File: config.mk
export PLATFORM = sky130hd
export DESIGN_NAME = instruction_fetch
export DESIGN_NICKNAME = d
export VERILOG_FILES = /design/src/rtl/instruction_fetch.sv
export SDC_FILE = /design/constraint.sdc
export NUM_CORES = 1
export LEC_CHECK = 0
export ABC_AREA = 1
export ABC_CLOCK_PERIOD_IN_PS = 3600
export BUFFER_PORTS_ARGS = -buffer_cell sky130_fd_sc_hd__buf_2
export CAP_MARGIN = 20
export CELL_PAD_IN_SITES_DETAIL_PLACEMENT = 1
export CELL_PAD_IN_SITES_GLOBAL_PLACEMENT = 1
export CORE_MARGIN = 4
export CORE_UTILIZATION = 45
export CTS_BUF_LIST = sky130_fd_sc_hd__clkbuf_4
export CTS_CLUSTER_DIAMETER = 120
export CTS_CLUSTER_SIZE = 40
export DETAILED_ROUTE_END_ITERATION = 10
export PLACE_DENSITY_LB_ADDON = 0.12
export RECOVER_POWER = 50
export REMOVE_ABC_BUFFERS = 1
export SLEW_MARGIN = 20
export SYNTH_ARGS = -nofsm -noshare
export SYNTH_HDL_FRONTEND = slang
export SYNTH_SLANG_ARGS = --single-unit
export TNS_END_PERCENT = 30
File: constraint.sdc
create_clock -name clk -period 3.6 [get_ports clk]
set_clock_uncertainty 0.05 [all_clocks]
set_input_delay 0.54 -clock clk [delete_from_list [all_inputs] [get_ports clk]]
set_output_delay 0.54 -clock clk [all_outputs]
set_load 0.01 [all_outputs]
File: src/rtl/instruction_fetch.sv
// instruction_fetch: PC owner, imem request/ack handshake, registered if_* stage with 1-entry skid.
// Optional FETCH_COUNT_EN adds fetch_count output counting instructions delivered into if_*.
module instruction_fetch #(
    parameter logic [31:0] RESET_PC = 32'h0000_0000
) (
    input  logic        clk,
    input  logic        rst_n,
    output logic        imem_req,
    output logic [31:0] imem_addr,
    input  logic        imem_ack,
    input  logic [31:0] imem_rdata,
    input  logic        stall,
    input  logic        redirect,
    input  logic [31:0] redirect_pc,
    output logic        if_valid,
    output logic [31:0] if_instr,
    output logic [31:0] if_pc,
    output logic [15:0] if_imm16,
`ifdef FETCH_COUNT_EN
    output logic [31:0] fetch_count,
`endif
    output logic [1:0]  if_ext_op
);
    typedef enum logic [1:0] {FETCH, WAIT, DRAIN} state_t;
    state_t state, state_n;
    logic [31:0] pc, pc_n, addr_n, skid_instr, skid_pc, load_word, load_pc;
    logic req_n, kill, kill_n, load, skid_we, clr_valid, slot_free;
    function automatic logic [1:0] ext_of(input logic [5:0] op);
        return op == 6'h0F ? 2'b01 : (op >= 6'h0C && op <= 6'h0E) ? 2'b10 : 2'b00;
    endfunction
    assign slot_free = !if_valid || !stall;
    always_comb begin
        state_n = state;
        pc_n = pc;
        req_n = imem_req;
        addr_n = imem_addr;
        kill_n = kill;
        load = 1'b0;
        load_word = imem_rdata;
        load_pc = pc;
        skid_we = 1'b0;
        clr_valid = !stall;
        if (redirect) begin
            pc_n = redirect_pc & ~32'h3;
            clr_valid = 1'b1;
            // an unacked request must stay up, so its eventual data is marked for discard
            kill_n = imem_req && !imem_ack;
            req_n = kill_n;
            state_n = kill_n ? WAIT : FETCH;
        end else begin
            case (state)
                FETCH: if (slot_free) begin
                    req_n = 1'b1;
                    addr_n = pc;
                    state_n = WAIT;
                end
                WAIT: if (imem_ack) begin
                    if (kill) begin
                        kill_n = 1'b0;
                        req_n = 1'b0;
                        state_n = FETCH;
                    end else if (slot_free) begin
                        load = 1'b1;
                        pc_n = pc + 32'd4;
                        addr_n = pc + 32'd4;
                    end else begin
                        skid_we = 1'b1;
                        pc_n = pc + 32'd4;
                        req_n = 1'b0;
                        state_n = DRAIN;
                    end
                end
                DRAIN: if (!stall) begin
                    load = 1'b1;
                    load_word = skid_instr;
                    load_pc = skid_pc;
                    state_n = FETCH;
                end
                default: state_n = FETCH;
            endcase
        end
    end
    always_ff @(posedge clk or negedge rst_n) begin
        if (!rst_n) begin
            state <= FETCH;
            pc <= RESET_PC;
            imem_req <= 1'b0;
            imem_addr <= RESET_PC;
            kill <= 1'b0;
            skid_instr <= '0;
            skid_pc <= '0;
            if_valid <= 1'b0;
            if_instr <= '0;
            if_pc <= '0;
            if_imm16 <= '0;
            if_ext_op <= '0;
        end else begin
            state <= state_n;
            pc <= pc_n;
            imem_req <= req_n;
            imem_addr <= addr_n;
            kill <= kill_n;
            if (skid_we) begin
                skid_instr <= imem_rdata;
                skid_pc <= pc;
            end
            if (load) begin
                if_valid <= 1'b1;
                if_instr <= load_word;
                if_pc <= load_pc;
                if_imm16 <= load_word[15:0];
                if_ext_op <= ext_of(load_word[31:26]);
            end else if (clr_valid) begin
                if_valid <= 1'b0;
            end
        end
    end
`ifdef FETCH_COUNT_EN
    always_ff @(posedge clk or negedge rst_n) begin
        if (!rst_n) fetch_count <= '0;
        else if (load) fetch_count <= fetch_count + 32'd1;
    end
`endif
endmodule

# == After elaboration in Yosys (flattened, before gate mapping) ==
# Cells that the tools add are included.
# totals
ff_bits,215
latchBits,0
ramBits,0
rom_bits,0
inputBits,69
out_inout_bits,116
elab_cells,93
memories,0
# classes
add_sub_neg,1
mul,0
div_mod_pow,0
magnitude_cmp,2
eq_ne,12
shift,0
n_mux,48
bitwise,1
n_reduce_logical,17
# op_table
operator,n
2-to-1 mux 32 bit,14
case mux 32 bit (2 select lines),1
"adder 32 x 3 -> 32 bit, second input constant",1
2-to-1 mux 1 bit,22
2-to-1 mux 2 bit,8
"!= test 2 bit, second input constant",5
"!= test 3 bit, second input constant",3
AND reduction 4 bit,2
nonzero test 2 bit,4
"equality test 6 x 4 -> 1 bit, second input constant",1
"greater-or-equal comparator 6 x 4 -> 1 bit, second input constant",1
"less-or-equal comparator 6 x 4 -> 1 bit, second input constant",1
case mux 2 bit (3 select lines),1
AND reduction 6 bit,1
"!= test 4 bit, second input constant",1
case mux 1 bit (2 select lines),2
logical NOT 1 bit,3
AND reduction 3 bit,1
nonzero test 3 bit,1
"equality test 2 x 1 -> 1 bit, second input constant",1
"equality test 2 bit, second input constant",1
logical AND 1 bit,2
logical NOT 2 bit,1
AND reduction 2 bit,1
other kinds (2),2

# == Longest topological paths before layout ==
# logic_depth
ltp_word,8
depth_mapped,13
mapped_depth_nobuf,11

# == Least setup slack after synthesis ==
# Ideal clock, no wire load.
# synth_timing
path_type,flip-flop to flip-flop
from,register state[1]
to,register skid_instr[13]
setup_time_ps,117
t_arrival_ps,1529
required_ps,3433
slack_ps,1904
stages_incl_launch_ff,13
n_path_buf,3
synth_period_minus_slack_ps,1696
path_cell_list,dfrtp_1 > inv_1 > ha_1 > buf_4 > nand3_2 > inv_2 > nand2_4 > inv_2 > nand2_4 > buf_2 > buf_6 > nand2_1 > nand2_1
# synth_via
elab_chain_len,3
# synth_lines
item,line_no,source
"start, declared",25,"state_t state, state_n;"
"start signal, assigned",98,state <= state_n;
equality test 2 x 1 -> 1 bit,51,case (state)
2-to-1 mux 1 bit,51,
2-to-1 mux 1 bit,43,if (redirect) begin
"end signal, assigned",104,skid_instr <= imem_rdata;
"end, declared",26,"logic [31:0] pc, pc_n, addr_n, skid_instr, skid_pc, load_word, load_pc;"
# No other way between the ends.
# A chain may end at the register's enable or synchronous reset.

==> results.py <==
metrics = {
    "status": {
        "status": "finished with violations",
        "violations": "max-capacitance violations, max-slew violations",
    },
    "clock_network": {
        "cts_tree": "built",
        "clock_sinks": 191,
        "clk_pin_slew_ns": 0.16,
        "htree_num_levels": 4,
        "cts_buffers": 17,
        "max-clock-path-buffers": 2,
        "cts_root_buffer": "clkbuf_4",
        "clock_latency_ns": 0.60,
        "post_cts_resize_count": 0,
        "postCtsSetupBuffers": 0,
    },
    "routing": {
        "post_drt_wl_per_cell_um": 17.0,
        "avgViaCountPerCell": 5.27,
        "vias": 8561,
        "drt_iter0_drc": 365,
        "drt_wl_total_um": 27600,
        "post-route-drc-count": 0,
        "ant_nets": 0,
        "dr.pass1.iters": 4,
    },
    "pwr": {
        "power.switching_mw": 3.36,
        "peakVddDrop_uv": 328,
        "leakage_nw": 5.27,
        "p_per_area_nw_per_um2": 738,
        "p_int_mw": 4.44,
        "clockPowerShare_pct": 15.8,
        "switching_share_pct": 43.1,
        "combPwrFrac_pct": 39.7,
        "power_frac_seq_pct": 44.5,
    },
    "critical_path": {
        "slowest_delay_ns": 1.58,
        "cp_data_arrival_time_ns": 2.72,
        "worstPathCellList": "dlygate4sd3_1 -> clkbuf_2",
        "cp_top_family": "buffers and inverters",
        "rr_startpoint": "state[1]",
        "critPathLaunch": "rst_n",
        "critPathKind": "primary input to async pin",
        "start_kind": "primary input",
        "cp_slowest_cell": "clkbuf_2",
        "regToRegSetupSlack_ns": 1.27,
        "cp_num_buf_inv": 2,
        "endpoint_kind": "async pin",
        "critPathRequiredTime_ns": 3.83,
        "path_max_fanout": 84,
    },
    "cells_and_area": {
        "finish.utilization_pct": 51.7,
        "seq_area_um2": 4780,
        "fin_cells": 1625,
        "fill_cells": 2698,
        "multi_input_area_um2": 3950,
        "drive_gt1_share_pct": 14.3,
        "syn_to_final_growth_pct": 11.6,
        "fin_nets": 1414,
    },
    "floorplanning": {
        "io_pins": 185,
        "dieWidth_um": 153,
        "die-area_um2": 23400,
        "initial_core_util_pct": 46.3,
        "die_h_um": 153,
        "rows": 52,
        "coreArea_um2": 20400,
    },
    "sta": {
        "min_period_over_period_pct": 69.3,
        "fin_setup_tns_ns": 0,
        "report.final.hold_viol_count": 0,
        "setup_viol": 0,
        "drv_slew": 83,
        "max_slew_margin_pct": -50.4,
        "min_period_ns": 2.50,
        "fmax_ghz": 0.401,
        "worst_slew_pin_slew_ns": 2.26,
        "rsz0062_at_grt": "no",
    },
    "yosys": {
        "synth_warnings": 0,
        "netlist_area_um2": 9460,
        "ys_async_sr_fraction_pct": 100,
        "yosysUniqueCellTypes": 34,
        "ys_top_cells_by_area": "dfrtp_1 51%, nand2_1 18%, o21ai_0 6.5%, nand3_1 5.5%, nor2_1 3.2%",
        "synth_seq_area_share_pct": 50.5,
        "netlist_instances": 1211,
        "synth-edff-count": 0,
        "synth_top_area_share_pct": 50.5,
        "synth_top_area_cell": "dfrtp_1",
        "syn_area_per_cell_um2": 7.81,
        "synth_seq_cells": 191,
        "ys.flop_type": "dfrtp_1",
    },
    "global_routing": {
        "use_met3_pct": 4.18,
        "busiest_layer": "met2",
        "grt_max_degree": 85,
        "grt_util_met2_pct": 40.4,
        "grt_overflow_total": 0,
        "grt_util_all_layers_pct": 23.9,
        "antenna_found_initial": 2,
        "grt_pass1_wl_um": 45900,
        "met1_usage_pct": 31.8,
        "grt_pass1_vias": 8954,
    },
    "place": {
        "dp_hpwl_um": 19100,
        "dp.cells": 1591,
        "port_buffers": 178,
        "place_congestion": 0.833,
    },
    "min_path": {
        "min_path_type": "primary input to flop",
        "min-delay-start": "redirect_pc[23]",
    },
    "job": {
        "drv_cap": 1,
    },
}
## cells in the mapped netlist (all sizes together) (2+ instances only)
cell / count
a21oi: 17
xor2: 7
o221ai: 2
clkinv: 2
o21ai: 139
ha: 4
inv: 52
a31oi: 26
dfrtp: 191
buf: 57
o211ai: 18
nand3: 104
nor2: 89
nand2: 466
nand4: 2
clkbuf: 30
## flip-flops by register name (all words and copies together) (netlist names)
name and cells:
imem_req 1, skid_pc 30, kill 1, pc 30, if_ext_op 2, if_valid 1, if_pc 30, state 2
if_instr 32, imem_addr 30, skid_instr 32
## worst paths after layout
| kind | to | cells past startpoint |
|---|---|---|
| worst max-delay path | skid_instr[10] | 2 |
| worst min-delay path | pc[23] | 3 |
| worst max register to register | pc[30] | 8 |
| worst min register to register | skid_instr[9] | 2 |
| max in group clk | pc[30] | 8 |
| min in group asynchronous | skid_instr[25] | 2 |
## stage by stage
step                      worst slack (ns)  hold WS [ns]  power [mW]  instance area, um2
after floorplan                      0.593         0.194        5.26                8940
after global placement                1.09         0.404        6.55               10300
after detailed placement              1.03         0.409        6.71               10300
after CTS                             1.22        0.0750        7.94               10600
after global routing                 0.650        0.0615        8.46               10600
final                                 1.10         0.111        7.79               10600
## area by class of cell
type                    instances  share of cell area, %
inverters                      54                   1.97
multi-input cells             882                   37.4
clock inverters                14                   1.49
repair buffers                195                   9.39
diodes                          2                 0.0474
well taps                     270                   3.20
flip-flops and latches        191                   45.3
clock buffers                  17                   1.21
## kinds of logic after synthesis
kind of cell / count (synthesis) / synth area share [%]
compound gates: 205 / 12.0
fa+ha+maj: 4 / 0.529
xor+xnor: 8 / 0.741
flops: 191 / 50.5
buf+inv: 141 / 7.78
other cells: 1 / 0.0397
simple gates: 661 / 28.3
## layout by cell type, fill, tap and decap left out, types with 3 or more instances in the layout
| cell | instances |
|---|---|
| o211ai_1 | 18 |
| o21ai_0 | 123 |
| xor2_1 | 7 |
| nand3_1 | 103 |
| inv_1 | 46 |
| a21oi_1 | 17 |
| buf_12 | 3 |
| conb_1 | 4 |
| buf_4 | 13 |
| ha_1 | 4 |
| dfrtp_1 | 191 |
| nand2_4 | 3 |
| nor2_1 | 81 |
| a31oi_1 | 26 |
| clkbuf_1 | 54 |
| clkbuf_4 | 17 |
| inv_6 | 3 |
| nor2_2 | 6 |
| inv_2 | 6 |
| buf_2 | 123 |
| o21ai_1 | 13 |
| clkinvlp_4 | 6 |
| nand2_1 | 462 |
## routing by layer
layer  wire, um  vias to the layer above
li1           -                     4161
met1      12900                     4191
met2      13000                      172
met3       1070                       37
met4        576                        0
met5          0                        -
## timing repair
item | CTS | global route
setup endpoints to repair | 0 | 0
hold buffers | 1 | 0
endpoints found under the hold margin | 82 | 0
## power groups by stage
stage | logic (mW) | clock network, mW | registers [mW]
2_1_floorplan | 1.56 | 0 | 3.70
3_3_place_gp | 3.09 | 0 | 3.47
3_5_place_dp | 3.20 | 0 | 3.51
4_1_cts | 3.22 | 1.26 | 3.46
5_1_grt | 3.53 | 1.35 | 3.58
6_report | 3.09 | 1.23 | 3.47
(Power assumes the default switching activity.)
